<file path="config.mk">
export PLATFORM = sky130hd
export DESIGN_NAME = uart_rx_fifo
export DESIGN_NICKNAME = d
export VERILOG_FILES = /design/src/rtl/uart_rx_fifo.sv
export SDC_FILE = /design/constraint.sdc
export NUM_CORES = 1
export LEC_CHECK = 0
export CAP_MARGIN = 20
export CORE_ASPECT_RATIO = 1.2
export CORE_UTILIZATION = 59
export DETAILED_ROUTE_END_ITERATION = 6
export HOLD_SLACK_MARGIN = 0.15
export PLACE_DENSITY_LB_ADDON = 0.2
export SLEW_MARGIN = 40
export SYNTH_ARGS = -nofsm -noshare
export SYNTH_HDL_FRONTEND = slang
export SYNTH_SLANG_ARGS = --single-unit
</file>
<file path="constraint.sdc">
create_clock -name clk -period 2.85 [get_ports clk]
set_clock_uncertainty 0.05 [all_clocks]
set_input_delay 0.57 -clock clk [delete_from_list [all_inputs] [get_ports clk]]
set_output_delay 0.57 -clock clk [all_outputs]
set_load 0.01 [all_outputs]
</file>
<file path="src/rtl/uart_rx_fifo.sv">
// uart_rx_fifo: receive-side FIFO behind a UART receiver. Each rising edge of
// in_valid is one push of a 10-bit entry {parity_err, stop_err, data}. The
// read side is first-word-fall-through. Overflow and error-count status can be
// cleared with clr_status.
//   clk, rst            clock and asynchronous active-high reset
//   in_data/in_valid    received byte and its valid level (edge-detected)
//   in_parity_err/in_stop_err  error flags, qualified by in_valid
//   out_data/out_perr/out_serr/out_valid/out_ready  FWFT head entry and pop handshake
//   count/full/empty    occupancy
//   overflow            sticky flag: a byte was lost because the FIFO was full
//   err_count           saturating count of errored bytes received
//   clr_status          clears overflow and err_count
module uart_rx_fifo #(
  parameter int unsigned DEPTH        = 16,
  parameter bit          DROP_ERRORED = 1'b0
) (
  input  logic                     clk,
  input  logic                     rst,
  input  logic [7:0]               in_data,
  input  logic                     in_valid,
  input  logic                     in_parity_err,
  input  logic                     in_stop_err,
  output logic [7:0]               out_data,
  output logic                     out_perr,
  output logic                     out_serr,
  output logic                     out_valid,
  input  logic                     out_ready,
  output logic [$clog2(DEPTH):0]   count,
  output logic                     full,
  output logic                     empty,
  output logic                     overflow,
  output logic [7:0]               err_count,
  input  logic                     clr_status
);

  localparam int unsigned AW = $clog2(DEPTH);
  localparam int unsigned CW = AW + 1;

  // Elaboration-time guard on DEPTH.
  if (DEPTH < 2 || DEPTH > 256 || (DEPTH & (DEPTH - 1)) != 0) begin : g_bad_depth
    $error("uart_rx_fifo: DEPTH must be a power of two in 2..256");
  end

  logic [AW-1:0] wr_ptr_q, wr_ptr_d;
  logic [AW-1:0] rd_ptr_q, rd_ptr_d;
  logic [CW-1:0] count_q, count_d;
  logic          in_valid_q;
  logic          overflow_q, overflow_d;
  logic [7:0]    err_q, err_d;
  logic [9:0]    mem_q [DEPTH];
  logic [9:0]    head;

  logic push_req, has_err, store_req, pop, wr_en, lost, full_c, empty_c;

  // Next-state logic for pointers, occupancy and status.
  always_comb begin
    push_req   = in_valid & ~in_valid_q;
    has_err    = in_parity_err | in_stop_err;
    store_req  = push_req & ~(DROP_ERRORED & has_err);
    full_c     = (count_q == CW'(DEPTH));
    empty_c    = (count_q == '0);
    pop        = ~empty_c & out_ready;
    // A full FIFO still accepts a push when the head leaves in the same cycle.
    wr_en      = store_req & (~full_c | pop);
    lost       = store_req & full_c & ~pop;

    wr_ptr_d   = wr_en ? wr_ptr_q + AW'(1) : wr_ptr_q;
    rd_ptr_d   = pop   ? rd_ptr_q + AW'(1) : rd_ptr_q;
    count_d    = count_q + CW'(wr_en) - CW'(pop);

    // Set/increment wins over a coincident clear.
    overflow_d = clr_status ? lost : (overflow_q | lost);
    err_d      = err_q;
    if (clr_status) begin
      err_d = 8'(push_req & has_err);
    end else if (push_req && has_err && err_q != 8'hFF) begin
      err_d = err_q + 8'd1;
    end
  end

  // Control and status registers.
  always_ff @(posedge clk or posedge rst) begin
    if (rst) begin
      wr_ptr_q   <= '0;
      rd_ptr_q   <= '0;
      count_q    <= '0;
      in_valid_q <= 1'b0;
      overflow_q <= 1'b0;
      err_q      <= '0;
    end else begin
      wr_ptr_q   <= wr_ptr_d;
      rd_ptr_q   <= rd_ptr_d;
      count_q    <= count_d;
      in_valid_q <= in_valid;
      overflow_q <= overflow_d;
      err_q      <= err_d;
    end
  end

  // Storage array; contents are don't-care until written, outputs are gated by empty.
  always_ff @(posedge clk) begin
    if (wr_en) begin
      mem_q[wr_ptr_q] <= {in_parity_err, in_stop_err, in_data};
    end
  end

  assign head      = mem_q[rd_ptr_q];
  assign out_data  = empty_c ? 8'h00 : head[7:0];
  assign out_serr  = ~empty_c & head[8];
  assign out_perr  = ~empty_c & head[9];
  assign out_valid = ~empty_c;
  assign count     = count_q;
  assign full      = full_c;
  assign empty     = empty_c;
  assign overflow  = overflow_q;
  assign err_count = err_q;

endmodule

</file>
## Word-level counts from Yosys, hierarchy flattened

Memories as Yosys holds them, arrays and structs flattened.
Cells that the tools add are included.

- RAM bits: 160
- Memories: 1
- Output and inout port bits: 27
- Logic and storage cells: 39
- Input bits: 15
- Flip-flop bits (word level): 23

- Muxes and demuxes: 6
- Equal/unequal tests: 2
- Add/subtract/negate cells: 5
- Reduce and logical (&&, ||, !) cells: 4
- Bitwise logic cells: 15

Memory list:

| name | words | bits a word | read ports | clocked after memory_dff | wr ports | line | RTL |
|---|---|---|---|---|---|---|---|
| mem_q | 16 | 10 | 1 | 0 | 1 | 50 | `logic [9:0] mem_q [DEPTH];` |

Operator list:

| cell | count |
|---|---|
| two-way mux 8 bit | 3 |
| adder 4 x 1 -> 4 bit, second input constant | 2 |
| adder 8 x 1 -> 8 bit, second input constant | 1 |
| bitwise AND 1 bit | 8 |
| != test 8 bit, second input constant | 1 |
| adder 5 x 1 -> 5 bit | 1 |
| == test 5 bit, second input constant | 1 |
| zero test 5 bit | 1 |
| subtractor 5 x 1 -> 5 bit | 1 |
| inverter 1 bit | 4 |
| two-way mux 1 bit | 3 |
| OR 1 bit | 3 |
| logical AND 1 bit | 2 |
| nonzero test 2 bit | 1 |

## Depth between registers and ports, before layout

- Depth after elaboration: 7
- Gate-level depth with buffers: 14

## Least setup slack after synthesis

No wires, ideal clock.

- Path kind: register -> register
- From: register count_q[2], in the netlist count[2]
- To: memory mem_q[3][0] (enable)
- Stages on the path, launching flop included: 7
- Setup time: 390 ps
- Data arrival time: 2137 ps
- Slack: 273 ps
- Clock period less this slack: 2577 ps
- Data required time: 2410 ps
- Path through: dfrtp_1 inv_1 ha_1 and4bb_2 a21oi_2 nand2_1 nor3_1

RTL lines:

| item | line | RTL |
|---|---|---|
| from (decl) | 46 | `logic [CW-1:0] count_q, count_d;` |
| from (signal assigned) | 93 | `count_q <= count_d;` |
| == test 5 bit | 60 | `full_c = (count_q == CW'(DEPTH));` |
| via full | 29 | `output logic full,` |
| inverter 1 bit | 64 | `wr_en = store_req & (~full_c \| pop);` |
| OR 1 bit | 64 |  |
| bitwise AND 1 bit | 64 |  |
| two-way mux 1 bit | 102 | `if (wr_en) begin` |
| two-way mux 1 bit (implied by the code) | 103 | `mem_q[wr_ptr_q] <= {in_parity_err, in_stop_err, in_data};` |
| to (decl) | 50 |  |

The timed path passes the listed nets, and every way through them passes these cells.

## Worst setup path in the final report

- From: register rd_ptr_q[1]
- To: output port out_perr

- Longest elaborated chain between the ends: 2

RTL lines:

| item | line | RTL |
|---|---|---|
| from (decl) | 45 | `logic [AW-1:0] rd_ptr_q, rd_ptr_d;` |
| from (signal assigned) | 92 | `rd_ptr_q <= rd_ptr_d;` |
| memory (16 x 10 bit) | -- |  |
| bitwise AND 1 bit | 110 | `assign out_perr = ~empty_c & head[9];` |
| to (decl) | 24 | `output logic out_perr,` |

Every way passes these cells.

==> metrics.md <==
| Metric | Value |
|---|---|
| First DRT Iteration DRCs | `390` |
| Slew @ Worst Pin | `728.4 ps` |
| Crit path required time | `2230 ps` |
| CP max FO | `3` |
| Post-route insts no fill | `675` |
| Die Area | `13320 sq um` |
| Worst Hold Class | `in -> async` |
| Yosys warnings | `0` |
| Number of enable flip-flop cells after synthesis | `160` |
| Final Cycle Share | `97.92%` |
| WL/cell | `23.13 um` |
| Slew margin rel. | `51.44%` |
| Via density | `6.030` |
| Die Ht | `126.2 um` |
| Endpoints failing setup | `0` |
| Clk pin slew, worst setup/hold paths | `60 ps` |
| Max clock buf depth | `2` |
| Peak Freq | `358.3 MHz` |
| Io pins | `42` |
| Post-synthesis net count | `424` |
| Total number of vias | `4070` |
| Slew Limit Fails | `0` |
| PwrDens | `928.9 nW/um^2` |
| TritonCTS Sinks | `183` |
| Core area | `12610 sq um` |
| Antenna cells | `0` |
| Post-CTS Hold Fix Bufs | `0` |
| First-pass GRT wire length | `23980 um` |
| Crit Path Class | `reg -> out` |
| Syn Std Cell Area | `7590 sq um` |
| Worst VDD drop | `0.5882 mV` |
| Final hold viol count | `0` |
| H-tree levels | `4` |
| Crit start category | `flop` |
| Power Total | `8.525 mW` |
| Initial Util | `60.18%` |
| Vias in the first global route | `4272` |
| Setup crit end kind | `output pin` |
| Worst R2R Path Depth | `14` |
| Cts bufs inserted | `17` |
| IO buf count | `41` |
| Hpwl dp | `9763 um` |
| Mapped Cells | `397` |
| Pin count of the biggest net entering global routing | `25` |
| Share of cells above drive strength 1 | `30.33%` |
| Worst skew pair latency | `410 ps` |
| First drt pass iteration count | `5` |
| Post-synth ARST share | `12.57%` |
| Final core utilization | `72.77%` |
| Layout area overhead | `20.92%` |
| Synthesized flop and latch total | `183` |
| Die Width | `105.5 um` |
| ANT nets after route | `0` |
| Max Cap Violations | `0` |
| Final #Nets | `526` |
| RSZ-0062 raised after global routing | `yes` |
| Post-Route WL | `15610 um` |
| Cell Count Post-Placement | `628` |
| Residual DRC | `0` |
| CTS tree | `built` |
| Post-synth top flop | `edfxtp_1` |
| Seq/Total Area, Yosys | `70.89%` |
| Initial antenna violation count | `0` |
| Run status | `finished, final reports clean` |
| GR Util All Layers | `25.22%` |
| Fillers | `782` |
| Grt total ovfl | `0` |
| Netlist cell types | `42` |
| GPL Wtd Cong | `0.7750` |
| Rows | `45` |
| Pleak | `3.239 nW` |
| CTS root buf | `clkbuf_16` |
| Minimum clock period | `2791 ps` |
| Synthesized area per cell | `19.12 sq um` |
| Worst Path Arrival | `2170 ps` |
metal layers:
metal | routed length (um) | vias up | part of all wire [%] | global-route usage, %
li1 | - | 1795 | - | -
met1 | 6227 | 2112 | 40 | 32.58
met2 | 8453 | 145 | 54 | 44.12
met3 | 730 | 18 | 4.7 | 4.555
met4 | 201 | 0 | 1.3 | 7.435
met5 | 0 | - | 0 | 0
Yosys cell counts, types with 2 or more instances:
master,instances,share of area (%)
nor2_1,17,0.84
or3_1,3,0.25
a21oi_1,7,0.46
nor2b_1,11,0.91
buf_4,4,0.40
clkbuf_8,6,1.1
a211oi_1,20,2.0
nand2b_1,3,0.25
buf_2,4,0.26
nand2_1,12,0.59
nand4_1,3,0.25
nor3_1,4,0.26
o21ai_0,6,0.40
ha_1,11,1.8
dfrtp_1,23,7.6
edfxtp_1,160,63
inv_1,14,0.69
mux2i_1,11,1.5
nand3_1,5,0.33
xor2_1,3,0.35
o31ai_1,2,0.20
xnor2_1,7,0.81
buf_1,3,0.15
mux4_2,17,5.0
or4_1,2,0.20
mux4_1,23,8.0
path summary, 6_finish.rpt:
path,from,to,slack (ps)
max,rd_ptr_q[1],out_perr,60
min,rst,count[3],480
max reg2reg,count[3],count[4],120
min reg2reg,overflow,overflow,490
max in group asynchronous,rst,err_count[4],1680
min in group clk,overflow,overflow,490
through the flow:
step / worst slack (ps) / hold WS, ps / cell area, sq um / TNS, ps
after floorplan: 273.1 / 480.8 / 7590 / 0
after global placement: 31.13 / 463.9 / 8401 / 0
after detailed placement: 7.454 / 471.1 / 8401 / 0
after CTS: 5.257 / 484.4 / 9100 / 0
after global routing: -22.43 / 501.9 / 9178 / -86.41
final: 59.35 / 475.8 / 9178 / 0
registers in the layout (all words and copies together), names as in the netlist:
name,count
wr_ptr_q,4
mem_q,160
count,5
overflow,1
in_valid_q,1
rd_ptr_q,4
err_count,8
cell type report:
type / instances / area, sq um / area share, %
flip-flops and latches: 183 / 5383 / 58.65
multi-input cells: 179 / 2042 / 22.25
repair buffers: 103 / 950.9 / 10.36
clock buffers: 18 / 429.2 / 4.676
well taps: 164 / 205.2 / 2.236
clock inverters: 13 / 106.4 / 1.159
inverters: 15 / 61.31 / 0.6680
critical path, cell delays in order (launching register included):
cell and delay, ps:
dfrtp_2 400, buf_4 130, buf_4 100, mux4_1 520
nor2b_1 160, a211oi_2 170, a211oi_2 80, buf_2 190
report_power, final:
group | switching, mW | internal, mW
clock | 0.941 | 1.19
combinational | 1.43 | 1.62
sequential | 0.203 | 3.14
total | 2.58 | 5.95
repair_timing:
| action | in CTS | in global routing |
|---|---|---|
| pin swaps | 4 | 12 |
| endpoints found under the setup margin | 11 | 11 |
| gates resized for setup | 66 | 19 |
| gates cloned | 2 | 0 |
| setup buffers | 11 | 3 |
| endpoints found under the hold margin | 0 | 0 |
cells in the final DEF (no fill, tap or decap), drive strengths merged:
cell,count
edfxtp,160
buf,71
mux4,40
clkdlybuf4s50,30
dfrtp,23
a211oi,20
clkbuf,18
nor2,17
inv,17
nand2,12
ha,11
mux2i,11
nor2b,11
a21oi,8
xnor2,7
clkinv,7
o21ai,6
nand3,5
nor3,4
nand4,3
nand2b,3
xor2,3
or3,3
clkinvlp,3
o31ai,2
or4,2
o221ai,1
nor4,1
a311oi,1
or4b,1
mux2,1
and4bb,1
o21bai,1
a21o,1
nand3b,1
o211ai,1
fa,1
bufinv,1
bufbuf,1
dlygate4sd2,1
cells by family (layout without fill, tap and decap cells):
kind of cell	count (synthesis)	after routing	share of synthesized area, %
multiplexers	52	52	14.61
AND/OR/NAND/NOR	64	64	4.352
flip-flops	183	183	70.89
adder cells (fa/ha/maj)	12	12	2.077
buffers and inverters	35	149	3.248
XOR/XNOR	10	10	1.154
AO/OA/AOI/OAI	41	41	3.676
No activity file was read; power rests on OpenSTA's default activity.
